<file path="src/rtl/spi_pkg.sv">
// Shared types and helpers for the multi-slave SPI master.
package spi_pkg;

  typedef enum logic [1:0] {StIdle, StLead, StXfer, StTrail} spi_state_e;

  // SPI mode encodings as {cpol, cpha}
  localparam logic [1:0] MODE0 = 2'b00;
  localparam logic [1:0] MODE1 = 2'b01;
  localparam logic [1:0] MODE2 = 2'b10;
  localparam logic [1:0] MODE3 = 2'b11;

  function automatic int unsigned sel_width(input int unsigned n);
    return (n > 1) ? $clog2(n) : 1;
  endfunction

endpackage

</file>
<file path="src/rtl/spi_clk_gen.sv">
// SCLK half-period strobe generator: one-cycle o_half_tick every CLK_DIV cycles while enabled.
module spi_clk_gen #(
  parameter int unsigned CLK_DIV = 4
) (
  input  logic i_clk,
  input  logic i_rst_n,
  input  logic i_en,
  output logic o_half_tick
);

  localparam int unsigned   CW      = (CLK_DIV > 1) ? $clog2(CLK_DIV) : 1;
  localparam logic [CW-1:0] CNT_MAX = CW'(CLK_DIV - 1);

  logic [CW-1:0] r_cnt;

  // Held at zero while disabled so every enable starts a fresh half-period.
  always_ff @(posedge i_clk or negedge i_rst_n) begin
    if (!i_rst_n) begin
      r_cnt <= '0;
    end else if (!i_en || (r_cnt == CNT_MAX)) begin
      r_cnt <= '0;
    end else begin
      r_cnt <= r_cnt + CW'(1);
    end
  end

  assign o_half_tick = i_en && (r_cnt == CNT_MAX);

endmodule

</file>
<file path="src/rtl/spi_master_multi.sv">
// Multi-slave, four-mode SPI master with programmable SCLK divider.
// Define SPI_LSB_FIRST_EN to add the i_lsb_first port (LSB-first shifting).
module spi_master_multi
  import spi_pkg::*;
#(
  parameter int unsigned DATA_WIDTH = 8,
  parameter int unsigned NUM_SLAVES = 4,
  parameter int unsigned CLK_DIV    = 4,
  localparam int unsigned SW        = sel_width(NUM_SLAVES)
) (
  input  logic                  i_clk,
  input  logic                  i_rst_n,
  input  logic                  i_start,
  input  logic                  i_cpol,
  input  logic                  i_cpha,
`ifdef SPI_LSB_FIRST_EN
  input  logic                  i_lsb_first,
`endif
  input  logic [SW-1:0]         i_slave_sel,
  input  logic [DATA_WIDTH-1:0] i_m_din,
  output logic [DATA_WIDTH-1:0] o_m_dout,
  output logic                  o_busy,
  output logic                  o_done_tick,
  output logic                  o_sclk,
  output logic                  o_mosi,
  input  logic                  i_miso,
  output logic [NUM_SLAVES-1:0] o_ss_n
);

  localparam int unsigned   EW        = $clog2(2 * DATA_WIDTH + 1);
  localparam logic [EW-1:0] LAST_EDGE = EW'(2 * DATA_WIDTH - 1);
  localparam logic [EW-1:0] EDGE_DONE = EW'(2 * DATA_WIDTH);

  spi_state_e            r_state, w_state_next;
  logic [EW-1:0]         r_edge_cnt;
  logic [DATA_WIDTH-1:0] r_tx, r_rx, r_m_dout;
  logic [NUM_SLAVES-1:0] r_ss_n, w_ss_sel;
  logic                  r_cpha, r_lsb, r_sclk, r_mosi, r_done;
  logic                  w_en, w_half_tick, w_accept, w_edge, w_leading, w_sample, w_shift;
  logic                  w_finish, w_lsb_in;

`ifdef SPI_LSB_FIRST_EN
  assign w_lsb_in = i_lsb_first;
`else
  assign w_lsb_in = 1'b0;
`endif

  spi_clk_gen #(
    .CLK_DIV(CLK_DIV)
  ) u_clk_gen (
    .i_clk      (i_clk),
    .i_rst_n    (i_rst_n),
    .i_en       (w_en),
    .o_half_tick(w_half_tick)
  );

  // Out-of-range selects decode to all-high: the transfer runs unaddressed.
  always_comb begin
    w_ss_sel = '1;
    for (int i = 0; i < NUM_SLAVES; i++) begin
      if (i_slave_sel == SW'(i)) w_ss_sel[i] = 1'b0;
    end
  end

  assign w_accept  = (r_state == StIdle) && i_start;
  assign w_edge    = w_half_tick &&
                     ((r_state == StLead) || ((r_state == StXfer) && (r_edge_cnt != EDGE_DONE)));
  assign w_leading = ~r_edge_cnt[0];
  assign w_sample  = w_edge && (r_cpha ? !w_leading : w_leading);
  assign w_shift   = w_edge && (r_cpha ? w_leading : (!w_leading && (r_edge_cnt != LAST_EDGE)));
  assign w_finish  = w_half_tick && (r_state == StTrail);

  always_ff @(posedge i_clk or negedge i_rst_n) begin
    if (!i_rst_n) r_state <= StIdle;
    else          r_state <= w_state_next;
  end

  always_comb begin
    w_state_next = r_state;
    unique case (r_state)
      StIdle:  if (i_start) w_state_next = StLead;
      StLead:  if (w_half_tick) w_state_next = StXfer;
      StXfer:  if (w_half_tick && (r_edge_cnt == EDGE_DONE)) w_state_next = StTrail;
      StTrail: if (w_half_tick) w_state_next = StIdle;
      default: w_state_next = StIdle;
    endcase
  end

  always_comb begin
    w_en        = (r_state != StIdle);
    o_busy      = (r_state != StIdle);
    o_done_tick = r_done;
    o_sclk      = r_sclk;
    o_mosi      = r_mosi;
    o_ss_n      = r_ss_n;
    o_m_dout    = r_m_dout;
  end

  always_ff @(posedge i_clk or negedge i_rst_n) begin
    if (!i_rst_n) begin
      r_edge_cnt <= '0;
      r_tx       <= '0;
      r_rx       <= '0;
      r_m_dout   <= '0;
      r_ss_n     <= '1;
      r_cpha     <= 1'b0;
      r_lsb      <= 1'b0;
      r_sclk     <= 1'b0;
      r_mosi     <= 1'b0;
      r_done     <= 1'b0;
    end else begin
      r_done <= w_finish;
      if (w_accept) begin
        r_cpha     <= i_cpha;
        r_lsb      <= w_lsb_in;
        r_ss_n     <= w_ss_sel;
        r_edge_cnt <= '0;
        r_rx       <= '0;
        r_sclk     <= i_cpol;
        // cpha=0 puts the first bit on the line before any SCLK edge.
        if (i_cpha) begin
          r_tx   <= i_m_din;
          r_mosi <= 1'b0;
        end else begin
          r_tx   <= w_lsb_in ? (i_m_din >> 1) : (i_m_din << 1);
          r_mosi <= w_lsb_in ? i_m_din[0] : i_m_din[DATA_WIDTH-1];
        end
      end else if (r_state == StIdle) begin
        r_sclk <= i_cpol;
      end
      if (w_edge) begin
        r_sclk     <= ~r_sclk;
        r_edge_cnt <= r_edge_cnt + EW'(1);
      end
      if (w_sample) begin
        r_rx <= r_lsb ? {i_miso, r_rx[DATA_WIDTH-1:1]} : {r_rx[DATA_WIDTH-2:0], i_miso};
      end
      if (w_shift) begin
        r_mosi <= r_lsb ? r_tx[0] : r_tx[DATA_WIDTH-1];
        r_tx   <= r_lsb ? (r_tx >> 1) : (r_tx << 1);
      end
      if (w_finish) begin
        r_ss_n   <= '1;
        r_mosi   <= 1'b0;
        r_m_dout <= r_rx;
      end
    end
  end

endmodule
</file>
<file path="config.mk">
export PLATFORM = sky130hd
export DESIGN_NAME = spi_master_multi
export DESIGN_NICKNAME = d
export VERILOG_FILES = /design/src/rtl/spi_pkg.sv /design/src/rtl/spi_clk_gen.sv /design/src/rtl/spi_master_multi.sv
export SDC_FILE = /design/constraint.sdc
export NUM_CORES = 1
export LEC_CHECK = 0
export ABC_AREA = 1
export ABC_CLOCK_PERIOD_IN_PS = 2500
export BUFFER_PORTS_ARGS = -buffer_cell sky130_fd_sc_hd__buf_4
export CORE_MARGIN = 2
export CORE_UTILIZATION = 35
export CTS_CLUSTER_DIAMETER = 40
export CTS_CLUSTER_SIZE = 16
export DETAILED_ROUTE_END_ITERATION = 8
export PLACE_DENSITY_LB_ADDON = 0.08
export SLEW_MARGIN = 10
export SYNTH_ARGS = -nofsm -noshare
export SYNTH_HDL_FRONTEND = slang
export SYNTH_SLANG_ARGS = --single-unit
</file>
<file path="constraint.sdc">
create_clock -name i_clk -period 2.5 [get_ports i_clk]
set_clock_uncertainty 0.15 [all_clocks]
set_input_delay 0 -clock i_clk [delete_from_list [all_inputs] [get_ports i_clk]]
set_output_delay 0 -clock i_clk [all_outputs]
set_load 0.005 [all_outputs]
</file>
==> run_results.csv <==
group,metric,value,unit
outcome,outcome,"finished, final reports clean",
logic_synthesis,synthDistinctLibCells,27,
logic_synthesis,synth_ff_type,"dfrtp_1",
hold_path,hold_path_class,"primary input to register",
sta,rsz0062_at_grt,"false",
critical_path,cp_top_family,"buffers and inverters",
cts,root_buffer,"clkbuf_8",
route,drc,0,
cts,clock_path_buffers,2,
route,avgViaCountPerCell,4.60,
sta,drv_slew,0,
sta,slew-limit-headroom,63.7,%
final_layout,insertedDiodeCount,0,
hold_path,worstHoldStart,"i_start",
cts,clock_latency,290,ps
route,met1_length,2.07,mm
run,cap_viol_max_count,0,
sta,setup-tns-final,0,ps
critical_path,critPathKind,"register to register",
route,vias,1708,
route,ant_nets,0,
critical_path,cp_num_buf_inv,3,
sta,hold_viol,0,
logic_synthesis,yosysTopAreaCell,"dfrtp_1",
logic_synthesis,async_flop_share,100,%
sta,period_needed,2160,ps
final_layout,stdcell_area,2620,um^2
final_layout,final_util,47.4,%
floorplan,dieWidth,79.8,um
logic_synthesis,yosys_warnings,0,
route,drt-initial-drc-count,93,
place,post_dp_cell_area,2310,um^2
critical_path,crit_path_frequent_cell,"nand2_1",
pwr,power_density,938,nW/um^2
floorplan,fp.dieH,79.8,um
cts,clkTransAtPathRegs,80,ps
grt,grt.total_usage,14.7,%
critical_path,worstSetupEndpointType,"register",
floorplan,io_pins,32,
logic_synthesis,netlist_area,2010,um^2
logic_synthesis,ys_ff_latch,41,
critical_path,startpoint_type,"register",
grt,grt_pass1_vias,1565,
critical_path,slowest_stage,"dlygate4sd3_1",
sta,setup_violations,0,
sta,period_share,86.4,%
final_layout,nets,322,
pwr,ir_worst_vdd,431,uV
final_layout,n_fill_cell,579,
grt,gr-total-overflow,0,
critical_path,r2r-start,"r_state[0]$_DFFE_PN0P_",
cts,cts_tree,"yes",
place,gp_congestion,0.732,
cts,numCtsBuffers,5,
route,drt_wl_total,4.40,mm
pwr,p_leak,1.38,nW
logic_synthesis,synth_top_area_share,46.0,%
critical_path,cpPeakStageDelay,570,ps
floorplan,row_count,27,
critical_path,crit_path_cell_trace,"inv_1, ha_1, nand2_1, buf_4, a21oi_1, dlygate4sd3_1, nor2_1, nand2_1",
cts,cts_sinks,41,
final_layout,drive_above_1_share,19.7,%
critical_path,crit_required,2540,ps
final_layout,area_growth,30.4,%
grt,grt_pass1_wl,7.20,mm
logic_synthesis,syn_inst,245,
route,dr.pass1.iters,4,
critical_path,cp_max_fo,23,
critical_path,cp.arrival,2200,ps
route,wl_met2,2.09,mm
cts,cts_setup_buffers,0,
grt,grt_max_degree,42,
route,wl_per_cell,11.9,um
floorplan,dieArea,6370,um^2
place,hpwl,2.95,mm
logic_synthesis,synthTopCellsByArea,"dfrtp_1 (46%), nand2_1 (14%), nand3_1 (6.0%)",
logic_synthesis,synth_seq_area_share,51.2,%
cts,h-tree-depth,2,
grt,antenna_found_initial,0,
route,routed.top_layer,"met4",
floorplan,initial_core_util,36.3,%
logic_synthesis,synth.avg_cell_area,8.21,um^2
logic_synthesis,postSynthNetCount,269,
logic_synthesis,synth-edff-count,0,
sta,max_clock_freq,463,MHz
sta,worst_pin_slew,544,ps
route,wl_met3,179,um
place,placement.io_buffers,31,
critical_path,worstSetupStartpoint,"r_state[0]$_DFFE_PN0P_",
floorplan,fp.coreArea,5540,um^2
## stage by stage
step | hold slack [ps] | total power [mW] | worst slack (ps) | cells
2_1_floorplan | -446 | 1.58 | 789 | 245
3_3_place_gp | -126 | 1.90 | 603 | 343
3_5_place_dp | -122 | 1.91 | 601 | 343
4_1_cts | 14.9 | 2.51 | 333 | 371
5_1_grt | 86.9 | 2.67 | 218 | 371
6_report | 20.8 | 2.46 | 340 | 371
## logic make-up (layout without fill, tap and decap cells)
family / count (synthesis) / in the layout / synth area share (%)
fa+ha+maj: 8 / 8 / 4.98
buf+inv: 34 / 88 / 6.90
compound gates: 27 / 27 / 7.15
xor+xnor: 1 / 1 / 0.435
flops: 41 / 41 / 51.2
simple gates: 134 / 134 / 29.3
## final timing paths
kind | to | slack (ps) | depth (start not counted)
max reg2reg | r_tx[6]$_DFFE_PN0P_ | 340 | 8
max | r_tx[6]$_DFFE_PN0P_ | 340 | 8
min | r_state[1]$_DFFE_PN0P_ | 20 | 5
min reg2reg | u_clk_gen.r_cnt[0]$_DFF_PN0_ | 290 | 1
max in group asynchronous | o_ss_n[3]$_DFFE_PN1P_ | 1740 | 2
min in group asynchronous | r_tx[0]$_DFFE_PN0P_ | 70 | 2
## power by group
part | switching (mW) | internal, mW | total, mW
combinational | 0.527 | 0.394 | 0.921
sequential | 0.114 | 0.882 | 0.997
clock | 0.245 | 0.299 | 0.544
total | 0.886 | 1.58 | 2.46
## repair_timing
| item | 4_1_cts | 5_1_grt |
|---|---|---|
| gates resized for setup | 0 | 0 |
| hold endpoints to repair | 56 | 0 |
| hold buffers | 20 | 0 |
## layout by cell type, fill, tap and decap left out, types with 5 or more instances in the layout
master         count
buf_4             32
ha_1               8
dfrtp_1           37
inv_1             22
inv_2              6
nand2_1           77
a21oi_1            7
nand3_1           24
clkbuf_8           5
nor2_1            21
o21ai_0           12
dlygate4sd3_1     20
## cell type report
| cell class | instances | area (um^2) | share of cell area [%] |
|---|---|---|---|
| clock inverters | 3 | 46.3 | 1.76 |
| multi-input cells | 170 | 842 | 32.1 |
| flip-flops and latches | 41 | 1030 | 39.3 |
| inverters | 28 | 105 | 4.01 |
| repair buffers | 52 | 440 | 16.8 |
| well taps | 72 | 90.1 | 3.43 |
| clock buffers | 5 | 68.8 | 2.62 |
## metal layers
metal  vias to the layer above  GRT usage [%]
li1                        880              -
met1                       788           19.2
met2                        34           23.8
met3                         6           3.85
met4                         0           4.58
met5                         -              0
## sequential cells by signal, indices dropped and copies added, names as in the netlist
signal,count
o_sclk,1
r_cpha,1
o_ss_n,4
o_m_dout,8
r_edge_cnt,5
o_mosi,1
o_done_tick,1
r_state,2
u_clk_gen.r_cnt,2
r_tx,8
r_rx,8
## worst min-delay path, cell delays in order
cell and delay [ps]:
buf_4 110, nor2_1 100, nor2_1 80, nand2_1 50
o21ai_0 70
## cells in the mapped netlist, types with 2 or more instances
| library cell | number |
|---|---|
| nand2_1 | 77 |
| dfrtp_1 | 37 |
| nand3_1 | 24 |
| inv_1 | 22 |
| nor2_1 | 21 |
| o21ai_0 | 12 |
| ha_1 | 8 |
| a21oi_1 | 7 |
| inv_2 | 6 |
| dfstp_2 | 4 |
| o21ai_1 | 4 |
| buf_2 | 3 |
| nand2_2 | 3 |
| clkbuf_1 | 2 |
| nand2_4 | 2 |
| o22ai_1 | 2 |
Power figures use the tool's default switching activity.
